`src/rtl/axi_write_initiator.sv`:
```
// Queues write commands and issues them one at a time as AXI AW/W/B transactions.
// Latency: AW/W valid one cycle after a command lands in an empty FIFO; one transaction in flight.
// Backpressure: cmd_ready drops while the FIFO is full; a stalled phase aborts after TIMEOUT_CYCLES.
module axi_write_initiator #(
  parameter int DATA_WIDTH     = 32,
  parameter int ADDR_WIDTH     = 16,
  parameter int FIFO_DEPTH     = 4,
  parameter int TIMEOUT_CYCLES = 15
) (
  input  logic                    clk_domain_a,
  input  logic                    rst_n,
  input  logic                    cmd_valid,
  output logic                    cmd_ready,
  input  logic [ADDR_WIDTH-1:0]   cmd_addr,
  input  logic [DATA_WIDTH-1:0]   cmd_data,
  input  logic [DATA_WIDTH/8-1:0] cmd_strb,
  output logic                    axi_awvalid,
  output logic [ADDR_WIDTH-1:0]   axi_awaddr,
  input  logic                    axi_awready,
  output logic                    axi_wvalid,
  output logic [DATA_WIDTH-1:0]   axi_wdata,
  output logic [DATA_WIDTH/8-1:0] axi_wstrb,
  input  logic                    axi_wready,
  input  logic                    axi_bvalid,
  input  logic [1:0]              axi_bresp,
  output logic                    axi_bready,
  output logic                    done_pulse,
  output logic                    err_pulse,
  output logic                    busy
);

  localparam int STRB_WIDTH = DATA_WIDTH / 8;
  localparam int PTR_WIDTH  = (FIFO_DEPTH > 1) ? $clog2(FIFO_DEPTH) : 1;
  localparam int CNT_WIDTH  = $clog2(FIFO_DEPTH + 1);
  localparam int TMR_WIDTH  = $clog2(TIMEOUT_CYCLES + 1);
  localparam logic [TMR_WIDTH-1:0] TMR_MAX = TMR_WIDTH'(TIMEOUT_CYCLES);

  typedef struct packed {
    logic [ADDR_WIDTH-1:0] addr;
    logic [DATA_WIDTH-1:0] data;
    logic [STRB_WIDTH-1:0] strb;
  } cmd_t;

  typedef enum logic [1:0] {IDLE, ADDR_DATA, RESP} state_t;

  cmd_t                 fifo_mem [FIFO_DEPTH];
  cmd_t                 head;
  logic [PTR_WIDTH-1:0] wr_ptr, rd_ptr;
  logic [CNT_WIDTH-1:0] count;
  logic                 push, pop, empty, full;

  state_t               state, state_nxt;
  logic [TMR_WIDTH-1:0] tmr, tmr_nxt, tmr_inc;
  logic                 tmr_hit, aw_fin, w_fin;
  logic                 awvalid_nxt, wvalid_nxt, bready_nxt, done_nxt, err_nxt;

  function automatic logic [PTR_WIDTH-1:0] ptr_inc(input logic [PTR_WIDTH-1:0] p);
    return (p == PTR_WIDTH'(FIFO_DEPTH - 1)) ? '0 : p + PTR_WIDTH'(1);
  endfunction

  assign empty     = (count == '0);
  assign full      = (count == CNT_WIDTH'(FIFO_DEPTH));
  assign cmd_ready = !full;
  assign push      = cmd_valid && cmd_ready;
  assign head      = fifo_mem[rd_ptr];
  assign busy      = (state != IDLE) || !empty;

  // Command storage; no reset needed because count gates every read.
  always_ff @(posedge clk_domain_a) begin
    if (push) fifo_mem[wr_ptr] <= {cmd_addr, cmd_data, cmd_strb};
  end

  // FIFO pointers and occupancy; a push and pop on the same edge cancel out.
  always_ff @(posedge clk_domain_a or negedge rst_n) begin
    if (!rst_n) begin
      wr_ptr <= '0;
      rd_ptr <= '0;
      count  <= '0;
    end else begin
      if (push) wr_ptr <= ptr_inc(wr_ptr);
      if (pop)  rd_ptr <= ptr_inc(rd_ptr);
      if (push && !pop)      count <= count + CNT_WIDTH'(1);
      else if (!push && pop) count <= count - CNT_WIDTH'(1);
    end
  end

  // State register.
  always_ff @(posedge clk_domain_a or negedge rst_n) begin
    if (!rst_n) state <= IDLE;
    else        state <= state_nxt;
  end

  // Next state, handshake tracking and phase timeout.
  always_comb begin
    state_nxt   = state;
    tmr_nxt     = tmr;
    awvalid_nxt = axi_awvalid;
    wvalid_nxt  = axi_wvalid;
    bready_nxt  = axi_bready;
    done_nxt    = 1'b0;
    err_nxt     = 1'b0;
    pop         = 1'b0;
    // A channel is finished once its valid has dropped or is handshaking now.
    aw_fin      = !axi_awvalid || axi_awready;
    w_fin       = !axi_wvalid || axi_wready;
    tmr_inc     = (tmr == TMR_MAX) ? tmr : tmr + TMR_WIDTH'(1);
    tmr_hit     = (tmr_inc == TMR_MAX);
    case (state)
      IDLE: begin
        tmr_nxt = '0;
        if (!empty) begin
          pop         = 1'b1;
          awvalid_nxt = 1'b1;
          wvalid_nxt  = 1'b1;
          state_nxt   = ADDR_DATA;
        end
      end
      ADDR_DATA: begin
        tmr_nxt     = tmr_inc;
        awvalid_nxt = !aw_fin;
        wvalid_nxt  = !w_fin;
        if (aw_fin && w_fin) begin
          bready_nxt = 1'b1;
          tmr_nxt    = '0;
          state_nxt  = RESP;
        end else if (tmr_hit) begin
          awvalid_nxt = 1'b0;
          wvalid_nxt  = 1'b0;
          err_nxt     = 1'b1;
          tmr_nxt     = '0;
          state_nxt   = IDLE;
        end
      end
      RESP: begin
        tmr_nxt = tmr_inc;
        if (axi_bvalid) begin
          bready_nxt = 1'b0;
          done_nxt   = (axi_bresp == 2'b00);
          err_nxt    = (axi_bresp != 2'b00);
          tmr_nxt    = '0;
          state_nxt  = IDLE;
        end else if (tmr_hit) begin
          bready_nxt = 1'b0;
          err_nxt    = 1'b1;
          tmr_nxt    = '0;
          state_nxt  = IDLE;
        end
      end
      default: begin
        awvalid_nxt = 1'b0;
        wvalid_nxt  = 1'b0;
        bready_nxt  = 1'b0;
        tmr_nxt     = '0;
        state_nxt   = IDLE;
      end
    endcase
  end

  // Registered AXI outputs, status pulses, timer and payload captured on pop.
  always_ff @(posedge clk_domain_a or negedge rst_n) begin
    if (!rst_n) begin
      tmr         <= '0;
      axi_awvalid <= 1'b0;
      axi_wvalid  <= 1'b0;
      axi_bready  <= 1'b0;
      axi_awaddr  <= '0;
      axi_wdata   <= '0;
      axi_wstrb   <= '0;
      done_pulse  <= 1'b0;
      err_pulse   <= 1'b0;
    end else begin
      tmr         <= tmr_nxt;
      axi_awvalid <= awvalid_nxt;
      axi_wvalid  <= wvalid_nxt;
      axi_bready  <= bready_nxt;
      done_pulse  <= done_nxt;
      err_pulse   <= err_nxt;
      if (pop) begin
        axi_awaddr <= head.addr;
        axi_wdata  <= head.data;
        axi_wstrb  <= head.strb;
      end
    end
  end

endmodule

```
`config.mk`:
```
export PLATFORM = sky130hd
export DESIGN_NAME = axi_write_initiator
export DESIGN_NICKNAME = d
export VERILOG_FILES = /design/src/rtl/axi_write_initiator.sv
export SDC_FILE = /design/constraint.sdc
export NUM_CORES = 1
export LEC_CHECK = 0
export ABC_AREA = 1
export CAP_MARGIN = 20
export CELL_PAD_IN_SITES_DETAIL_PLACEMENT = 1
export CELL_PAD_IN_SITES_GLOBAL_PLACEMENT = 1
export CORE_UTILIZATION = 44
export DETAILED_ROUTE_END_ITERATION = 10
export GPL_TIMING_DRIVEN = 0
export PLACE_DENSITY = 0.88
export SYNTH_ARGS = -nofsm -noshare
export SYNTH_HDL_FRONTEND = slang
export SYNTH_SLANG_ARGS = --single-unit
```
`constraint.sdc`:
```
create_clock -name clk_domain_a -period 3.9 [get_ports clk_domain_a]
set_clock_uncertainty 0.15 [all_clocks]
set_input_delay 0.39 -clock clk_domain_a [delete_from_list [all_inputs] [get_ports clk_domain_a]]
set_output_delay 0.39 -clock clk_domain_a [all_outputs]
set_load 0.02 [all_outputs]
```
---- Word level (Yosys, flattened, before mapping) ----
Memory sizes are Yosys's and may differ from the RTL's. A register that Yosys moved wholly into a read port is not among the register bits.
Cells that the tools add are included.
word-level totals
  bits in registers ....................... 18
  RAM bits ................................ 208
  bits of input ports ..................... 60
  output and inout bits ................... 59
  logic and storage cells ................. 87
  memories ................................ 1
operators by class
  add/subtract/negate cells ............... 5
  equality and inequality tests ........... 10
  muxes and demuxes ....................... 35
  bitwise logic cells ..................... 2
  reduce and logical (&&, ||, !) cells .... 24
memories
  memory    depth  bits a word  read ports  clocked after memory_dff  wr ports  line  RTL
  fifo_mem  4      52           1           1                         1         46    cmd_t fifo_mem [FIFO_DEPTH];
operators by type and width
  operator                                              count
  2-to-1 mux 1 bit                                      17
  2-to-1 mux 4 bit                                      4
  2-to-1 mux 2 bit                                      6
  logical NOT 1 bit                                     9
  case mux 1 bit (3 select lines)                       3
  equality test 4 bit (second input constant)           2
  case mux 4 bit (2 select lines)                       1
  equality test 2 bit (second input constant)           3
  2-to-1 mux 3 bit                                      2
  case mux 2 bit (3 select lines)                       1
  nonzero test 2 bit                                    3
  adder 2 x 1 -> 2 bit (second input constant)          2
  adder 4 x 1 -> 4 bit (second input constant)          1
  logical AND 1 bit                                     4
  logical NOT 2 bit                                     2
  inequality test 2 bit (second input constant)         2
  adder 3 x 1 -> 3 bit (second input constant)          1
  equality test 3 bit (second input constant)           1
  logical NOT 3 bit                                     1
  logical OR 1 bit                                      3
  inequality test 3 bit (second input constant)         1
  AND reduction 3 bit                                   1
  subtractor 3 x 1 -> 3 bit (second input constant)     1
  equality test 2 x 1 -> 1 bit (second input constant)  1
  other kinds (3)                                       4

---- Longest topological paths before layout ----
Gate-level depths: netlist of run 1.
  word-level depth ........................ 7
  mapped depth ............................ 13
  depth with buffers taken out ............ 13

---- Worst setup path after synthesis of run 1 ----
No wires, ideal clock.
  kind .................................... reg-to-reg
  start point ............................. reg count[0]
  end point ............................... mem fifo_mem[0][0] (netlist name) (enable)
  library setup time ...................... 0.462 ns
  arrival ................................. 2.983 ns
  required time ........................... 3.288 ns
  setup slack ............................. 0.305 ns
  cell stages (with the launch flop) ...... 5
  buffers on the path ..................... 0
  clock period less this slack ............ 3.595 ns
  cell sequence ........................... dfrtp_1 -> nor2_1 -> nand2_1 -> nand2_1 -> nor2_1
between the ends
  cells in the longest elaborated chain, start to end .. 5
RTL lines
  element                                 line  RTL
  from (decl)                             49    logic [CNT_WIDTH-1:0] count;
  from (signal assigned)                  82    if (push && !pop) count <= count + CNT_WIDTH'(1);
  from (signal assigned)                  83    else if (!push && pop) count <= count - CNT_WIDTH'(1);
  equality test 3 bit                     62    assign full = (count == CNT_WIDTH'(FIFO_DEPTH));
  logical NOT 1 bit                       63    assign cmd_ready = !full;
  net cmd_ready                           13    output logic cmd_ready,
  logical AND 1 bit                       64    assign push = cmd_valid && cmd_ready;
  2-to-1 mux 1 bit                        70    if (push) fifo_mem[wr_ptr] <= {cmd_addr, cmd_data, cmd_strb};
  2-to-1 mux 1 bit (implied by the code)  70
  to (decl)                               46
The timed path passes the listed nets, and every way through them passes these cells.

---- Worst setup path in the final report of run 1 ----
  start point ............................. reg state[1]
  end point ............................... out busy
between the ends
  cells in the longest elaborated chain, start to end .. 2
RTL lines
  element                 line  RTL
  from (decl)             52    state_t state, state_nxt;
  from (signal assigned)  90    else state <= state_nxt;
  nonzero test 2 bit      66    assign busy = (state != IDLE) || !empty;
  logical OR 1 bit        66
  to (decl)               29    output logic busy
Every way passes these cells.

==> results of run 1 <==
## per-layer routing
metal  GRT usage [%]  share of wire [%]
met3            3.81                5.2
met1            30.0                 40
met4            7.14                1.8
met2            44.8                 53
met5               0                  0
## power by group
part	total (µW)	internal [µW]	switching, µW
registers	4400	4020	375
logic	4260	1470	2790
clock network	3140	1940	1200
total	11800	7430	4360
## state kept, by name (all words and copies together), names as in the netlist, 2 cells and up
name and cells:
tmr 4, rd_ptr 2, axi_wstrb 4, fifo_mem 208
wr_ptr 2, axi_wdata 32, axi_awaddr 16, state 2
count 3
## logic make-up (layout without fill, tap and decap cells)
group	count (synthesis)	count (layout)	share of synthesized area (%)
and+or+nand+nor	336	336	12.7
DFF	278	278	74.4
AOI/OAI and AO/OA	166	166	8.38
buffers and inverters	73	254	2.72
adders and majority gates	12	12	1.47
xor gates and xnor gates	2	2	0.163
muxes	1	1	0.105
## worst max-delay path, delay by kind of cell, from the launching register on
| family | cells | cell delay (ps) |
|---|---|---|
| buffers and inverters | 4 | 890 |
| and+or+nand+nor | 1 | 270 |
| adders and majority gates | 1 | 210 |
| DFF | 1 | 450 |
## layout by cell type (no fill, tap or decap), types with 4 or more instances in the layout
cell type        count
o21ai_0            107
nor2_4               7
dfrtp_1             70
o21ai_1              4
bufinv_16            7
nand4_1              5
nand2_2              7
clkbuf_1            35
clkdlybuf4s50_1    117
edfxtp_1           208
nand2_1             29
buf_2               12
buf_12               5
nor2_1             276
a31oi_1             52
inv_1               24
clkbuf_16           30
ha_1                11
clkinv_1             5
## synthesized netlist by cell type, types with 4 or more instances
master / instances / area, µm²
nand4_1: 5 / 31.3
buf_2: 12 / 60.1
inv_1: 24 / 90.1
dfrtp_1: 70 / 1750
clkbuf_1: 30 / 113
a31oi_1: 52 / 325
o21ai_1: 4 / 20.0
nand2_2: 7 / 43.8
nor2_1: 280 / 1050
edfxtp_1: 208 / 6250
ha_1: 11 / 138
nand2_1: 29 / 109
o21ai_0: 107 / 536
## cell type report
class,count,area [µm²]
Clock buffer,38,811
Timing Repair Buffer,125,1320
Tap cell,319,399
Sequential cell,278,8000
Fill cell,2396,10100
Inverter,28,105
Clock inverter,18,295
Multi-Input combinational cell,517,2480
Buffer,45,188
## worst max-delay path by stage
stage,startpoint,endpoint,slack (ps)
2_1_floorplan,count[0],fifo_mem[0][0],310
3_3_place_gp,cmd_valid,fifo_mem[3][23],-1710
3_5_place_dp,cmd_valid,fifo_mem[1][36],1090
4_1_cts,state[1],busy,980
5_1_grt,state[0],busy,880
6_report,state[1],busy,1000
## timing repair
| item | 4_1_cts | 5_1_grt |
|---|---|---|
| endpoints found under the hold margin | 53 | 0 |
| setup buffers | 0 | 0 |
| hold buffers | 1 | 0 |
## stage by stage
| stage | std cells | util (%) | total power [µW] |
|---|---|---|---|
| floorplan | 868 | - | 6760 |
| global placement | 1305 | 52.0 | 8320 |
| detailed placement | 1311 | 52.7 | 8650 |
| CTS | 1368 | 57.4 | 11900 |
| global route | 1368 | 57.4 | 12400 |
| finish | 1368 | 57.4 | 11800 |
==> flow_metrics.tcl, run 1 <==
set metrics [dict create \
    run_status "finished clean" \
    via_count 7448 \
    reg2reg_from "count[0]" \
    total_leakage_power_uw 0.00494 \
    grt_setup_unrepaired "false" \
    dp_worst_setup_slack_ps 1090 \
    vias_per_instance 5.44 \
    finalMaxSlewViolations 0 \
    worst-endpoint-arrival_ps 2360 \
    synth-main-ff-cell "edfxtp_1" \
    vias_in_the_first_global_route 8217 \
    timing.setup.critical_path_class "reg -> out" \
    synthesis.yosys.warnings 0 \
    drt-initial-drc-count 500 \
    tns_ps 0 \
    routed_wl_mm 30.0 \
    floorplan.die_area_mm2 0.0250 \
    routability_congestion 0.775 \
    io_pins 119 \
    finalCriticalPeriod_ps 2900 \
    htree_num_levels 1 \
    cts_tree "done" \
    drv_cap 0 \
    final_critical_path_setup_slack_ps 999 \
    cts_buffers 30 \
    global_route.overflow_total 0 \
    die_h_um 158 \
    synth-seq-area-share_pct 74.4 \
    cts_clock_pin_slew_for_the_worst_setup_and_hold_paths_ps 70 \
    drtPass1Iterations 5 \
    globalRouteTotalUtil_pct 24.6 \
    critical_path_data_required_time_ps 3360 \
    async_reset_ff_share_pct 25.2 \
    flow.area_growth_from_synthesis_pct 26.5 \
    grt_start_max_net_pins 47 \
    library_cell_contributing_the_largest_single_delay_on_the_critical_path "clkdlybuf4s50_1" \
    die_x_um 158 \
    final_net_count 1097 \
    hp-class "in -> async" \
    post-route-drc-count 0 \
    initial_utilization_pct 45.4 \
    floorplan.rows 56 \
    antenna-diode-count 0 \
    finalInstanceArea_mm2 0.0136 \
    power_density_mw_per_mm2 867 \
    slew_headroom_pct 33.1 \
    final_hold_viol_count 0 \
    core_mm2 0.0237 \
    cell_area_after_synthesis_mm2 0.0107 \
    path_cells "inv_1, ha_1, inv_1, nor2_1, inv_1, clkdlybuf4s50_1" \
    dp.final_hpwl_mm 18.7 \
    crit_path_launch_type "register" \
    syn_area_per_cell_um2 12.4 \
    final_layout_size_suffix_gt1_share_pct 8.87 \
    critPathCaptureType "primary output" \
    antenna_found_initial 0 \
    wire_length_of_the_first_global_routing_pass_mm 45.7 \
    synth-seq-cells 278 \
    detail-route-antenna-nets 0 \
    clockRootBuffer "clkbuf_16" \
    clock_latency_ps 580 \
    port_buffers 118 \
    cts_resized 0 \
    setup.reg_to_reg.worst_slack_ps 1360 \
    timing.rr.end "count[1]" \
    depth_of_the_worst_register_to_register_path 8 \
    power.ir.vdd_worst_mv 0.461 \
    critPathMaxFanout 6 \
    syn-num-nets 940 \
    holdWs_ps 161 \
    yosysUniqueCellTypes 30 \
    setup-violations-final 0 \
    timing.final.crit_share_pct 74.4 \
    slowest_delay_ps 560 \
    place_area_mm2 0.0125 \
    wire_per_inst_um 21.9 \
    post_synth_inst_count 868 \
    max_freq_mhz 345 \
    worst_pin_slew_ps 1000 \
    synth_enable_flop_cells 208 \
    timing.critical_path.mode_cell "inv_1" \
    cts_num_sinks 278 \
    clockBufferDepth 3 \
]
Note: power is estimated with default switching activity, not from simulation.
==> run 2: changes to the inputs <==
--- a/config.mk
+++ b/config.mk
@@ -9,10 +9,10 @@
 export CAP_MARGIN = 20
 export CELL_PAD_IN_SITES_DETAIL_PLACEMENT = 1
 export CELL_PAD_IN_SITES_GLOBAL_PLACEMENT = 1
-export CORE_UTILIZATION = 44
+export CORE_UTILIZATION = 41
 export DETAILED_ROUTE_END_ITERATION = 10
 export GPL_TIMING_DRIVEN = 0
-export PLACE_DENSITY = 0.88
+export PLACE_DENSITY = 0.86
 export SYNTH_ARGS = -nofsm -noshare
 export SYNTH_HDL_FRONTEND = slang
 export SYNTH_SLANG_ARGS = --single-unit
==> constraint.sdc (replaced) <==
create_clock -name clk_domain_a -period 2.3 [get_ports clk_domain_a]
set_clock_uncertainty 0.15 [all_clocks]
set_input_delay 0.23 -clock clk_domain_a [delete_from_list [all_inputs] [get_ports clk_domain_a]]
set_output_delay 0.23 -clock clk_domain_a [all_outputs]
set_load 0.02 [all_outputs]
==> run 2 against run 1 <==
  * Critical path depth is 3 higher
  * First-iteration DRC count shrank 8.6%
  * Via count is 0.27% lower
  * Global-route usage is 2.4 points lower
  * Sequential share of layout area grew 0.32 points
  * Routed wire length down 1.4%
  * Clock power increased by 45%
  * Utilization shrank 4.3 points
  * Combinational power rose by 71%
  * Worst setup slack lost 900 ps
  * Final cell count increased by 1.1%
  * Critical path type is now reg -> reg
==> flow_metrics.tcl, run 2 (synthesis results as in run 1) <==
set metrics [dict create \
    global_route.overflow_total 0 \
    final_layout_size_suffix_gt1_share_pct 9.79 \
    dp.final_hpwl_mm 18.7 \
    vias_in_the_first_global_route 7910 \
    drv_cap 0 \
    final_critical_path_setup_slack_ps 99.5 \
    met2RoutedLength_mm 15.3 \
    maxUsedRoutingLayer "met5" \
    via_count 7428 \
    timing.final.crit_share_pct 95.7 \
    routability_congestion 0.764 \
    globalRouteTotalUtil_pct 22.2 \
    critPathCaptureType "register" \
    worst-endpoint-arrival_ps 2470 \
    initial_utilization_pct 42.2 \
    critical_path_data_required_time_ps 2570 \
    worst_pin_slew_ps 879 \
    depth_of_the_worst_register_to_register_path 9 \
    final_net_count 1102 \
    biggestRegsByFlops "fifo_mem x208, axi_wdata x32, axi_awaddr x16" \
    library_cell_contributing_the_largest_single_delay_on_the_critical_path "dfrtp_1" \
    clockRootBuffer "clkbuf_16" \
    dp_worst_setup_slack_ps -330 \
    power_density_mw_per_mm2 1430 \
    clockBufferDepth 3 \
    finalNonFillerCells 1383 \
    finalCriticalPeriod_ps 2200 \
    slew_headroom_pct 41.3 \
    largest-register "fifo_mem" \
    timing.critical_path.mode_cell "nand2_1" \
    largest_register_ffs 208 \
    path_buf_inv 1 \
    flow.area_growth_from_synthesis_pct 25.9 \
    final_common_cell "nor2_1" \
    tns_ps 0 \
    die_h_um 164 \
    port_buffers 118 \
    io_pins 119 \
    drt-initial-drc-count 457 \
    power.ir.vdd_worst_mv 0.907 \
    timing.setup.critical_path_class "reg -> reg" \
    drtPass1Iterations 5 \
    cp_top_delay_family "adder cells" \
    finalMaxSlewViolations 0 \
    total_leakage_power_uw 0.00488 \
    holdWs_ps 116 \
    cts_num_sinks 278 \
    setup-violations-final 0 \
    final_hold_viol_count 0 \
    hp-class "in -> async" \
    wire_length_of_the_first_global_routing_pass_mm 44.4 \
    grt_start_max_net_pins 60 \
    clock_latency_ps 550 \
    run_status "finished clean" \
    max_freq_mhz 454 \
    cts_tree "done" \
    routed_wl_mm 29.6 \
    crit_path_launch_type "register" \
    floorplan.die_area_mm2 0.0269 \
    detail-route-antenna-nets 0 \
    antenna_found_initial 2 \
    die_x_um 164 \
    crit_cells 9 \
    vias_per_instance 5.37 \
    critPathMaxFanout 3 \
    core_mm2 0.0255 \
    met1Wirelength_mm 12.1 \
    floorplan.rows 58 \
    place_inst 1324 \
    cts_clock_pin_slew_for_the_worst_setup_and_hold_paths_ps 60 \
    htree_num_levels 1 \
    slowest_delay_ps 420 \
    post-route-util_pct 53.1 \
    met3_wirelength_mm 1.42 \
    layout.cells.most_common_list "nor2_1, edfxtp_1, clkdlybuf4s50_1" \
    path_cells "nor2_2, nand2_1, nand2_1, ha_1, inv_1, fa_1, a21oi_1, o21ai_0, xor2_1" \
    cts_buffers 28 \
    wire_per_inst_um 21.4 \
    post-route-drc-count 0 \
]
## run 2: area by class of cell
class / count / area (µm²)
sequential: 278 / 8000
antenna: 1 / 2.50
fill: 2597 / 11900
inverter: 28 / 105
buffer: 45 / 189
timing repair buffer: 131 / 1390
clock inverter: 11 / 144
multi-input combinational: 518 / 2510
tap: 330 / 413
clock buffer: 41 / 769
## run 2: report_power, final
group / switching (µW) / internal, µW / total, µW / leakage [µW]
Sequential: 612 / 6820 / 7430 / 0.00271
Clock: 1900 / 2660 / 4560 / 0.000437
Combinational: 4730 / 2560 / 7290 / 0.00174
## run 2: per-layer routing
layer / vias to the layer above / track usage (%)
li1: 3360 / -
met1: 3798 / 27.1
met2: 212 / 40.3
met3: 56 / 3.41
met4: 2 / 6.69
met5: - / 0
## run 2: repair_timing
action	CTS	global route
hold buffers	2	0
setup buffers	2	1
hold endpoints to repair	70	0
resized for setup	11	6
cloned	0	1
setup endpoints to repair	31	33
pin swaps	1	2
## run 2: metrics by stage
| stage | power [µW] | area, µm² |
|---|---|---|
| 2_1_floorplan | 11400 | 10800 |
| 3_3_place_gp | 14100 | 12300 |
| 3_5_place_dp | 14600 | 12500 |
| 4_1_cts | 19400 | 13500 |
| 5_1_grt | 20200 | 13500 |
| 6_report | 19300 | 13500 |
## run 2: tightest hold or removal path: cells and delay by family
family                 cells  cell delay [ps]
buffers and inverters      3              980
## run 2: path summary, 6_finish.rpt
path	start	end	slack, ps
max	count[1]	count[2]	100
min	rst_n	axi_wdata[20]	120
max reg2reg	count[1]	count[2]	100
min reg2reg	axi_bready	axi_bready	350
max in group asynchronous	rst_n	axi_awaddr[10]	840
min in group clk_domain_a	axi_bvalid	done_pulse	150
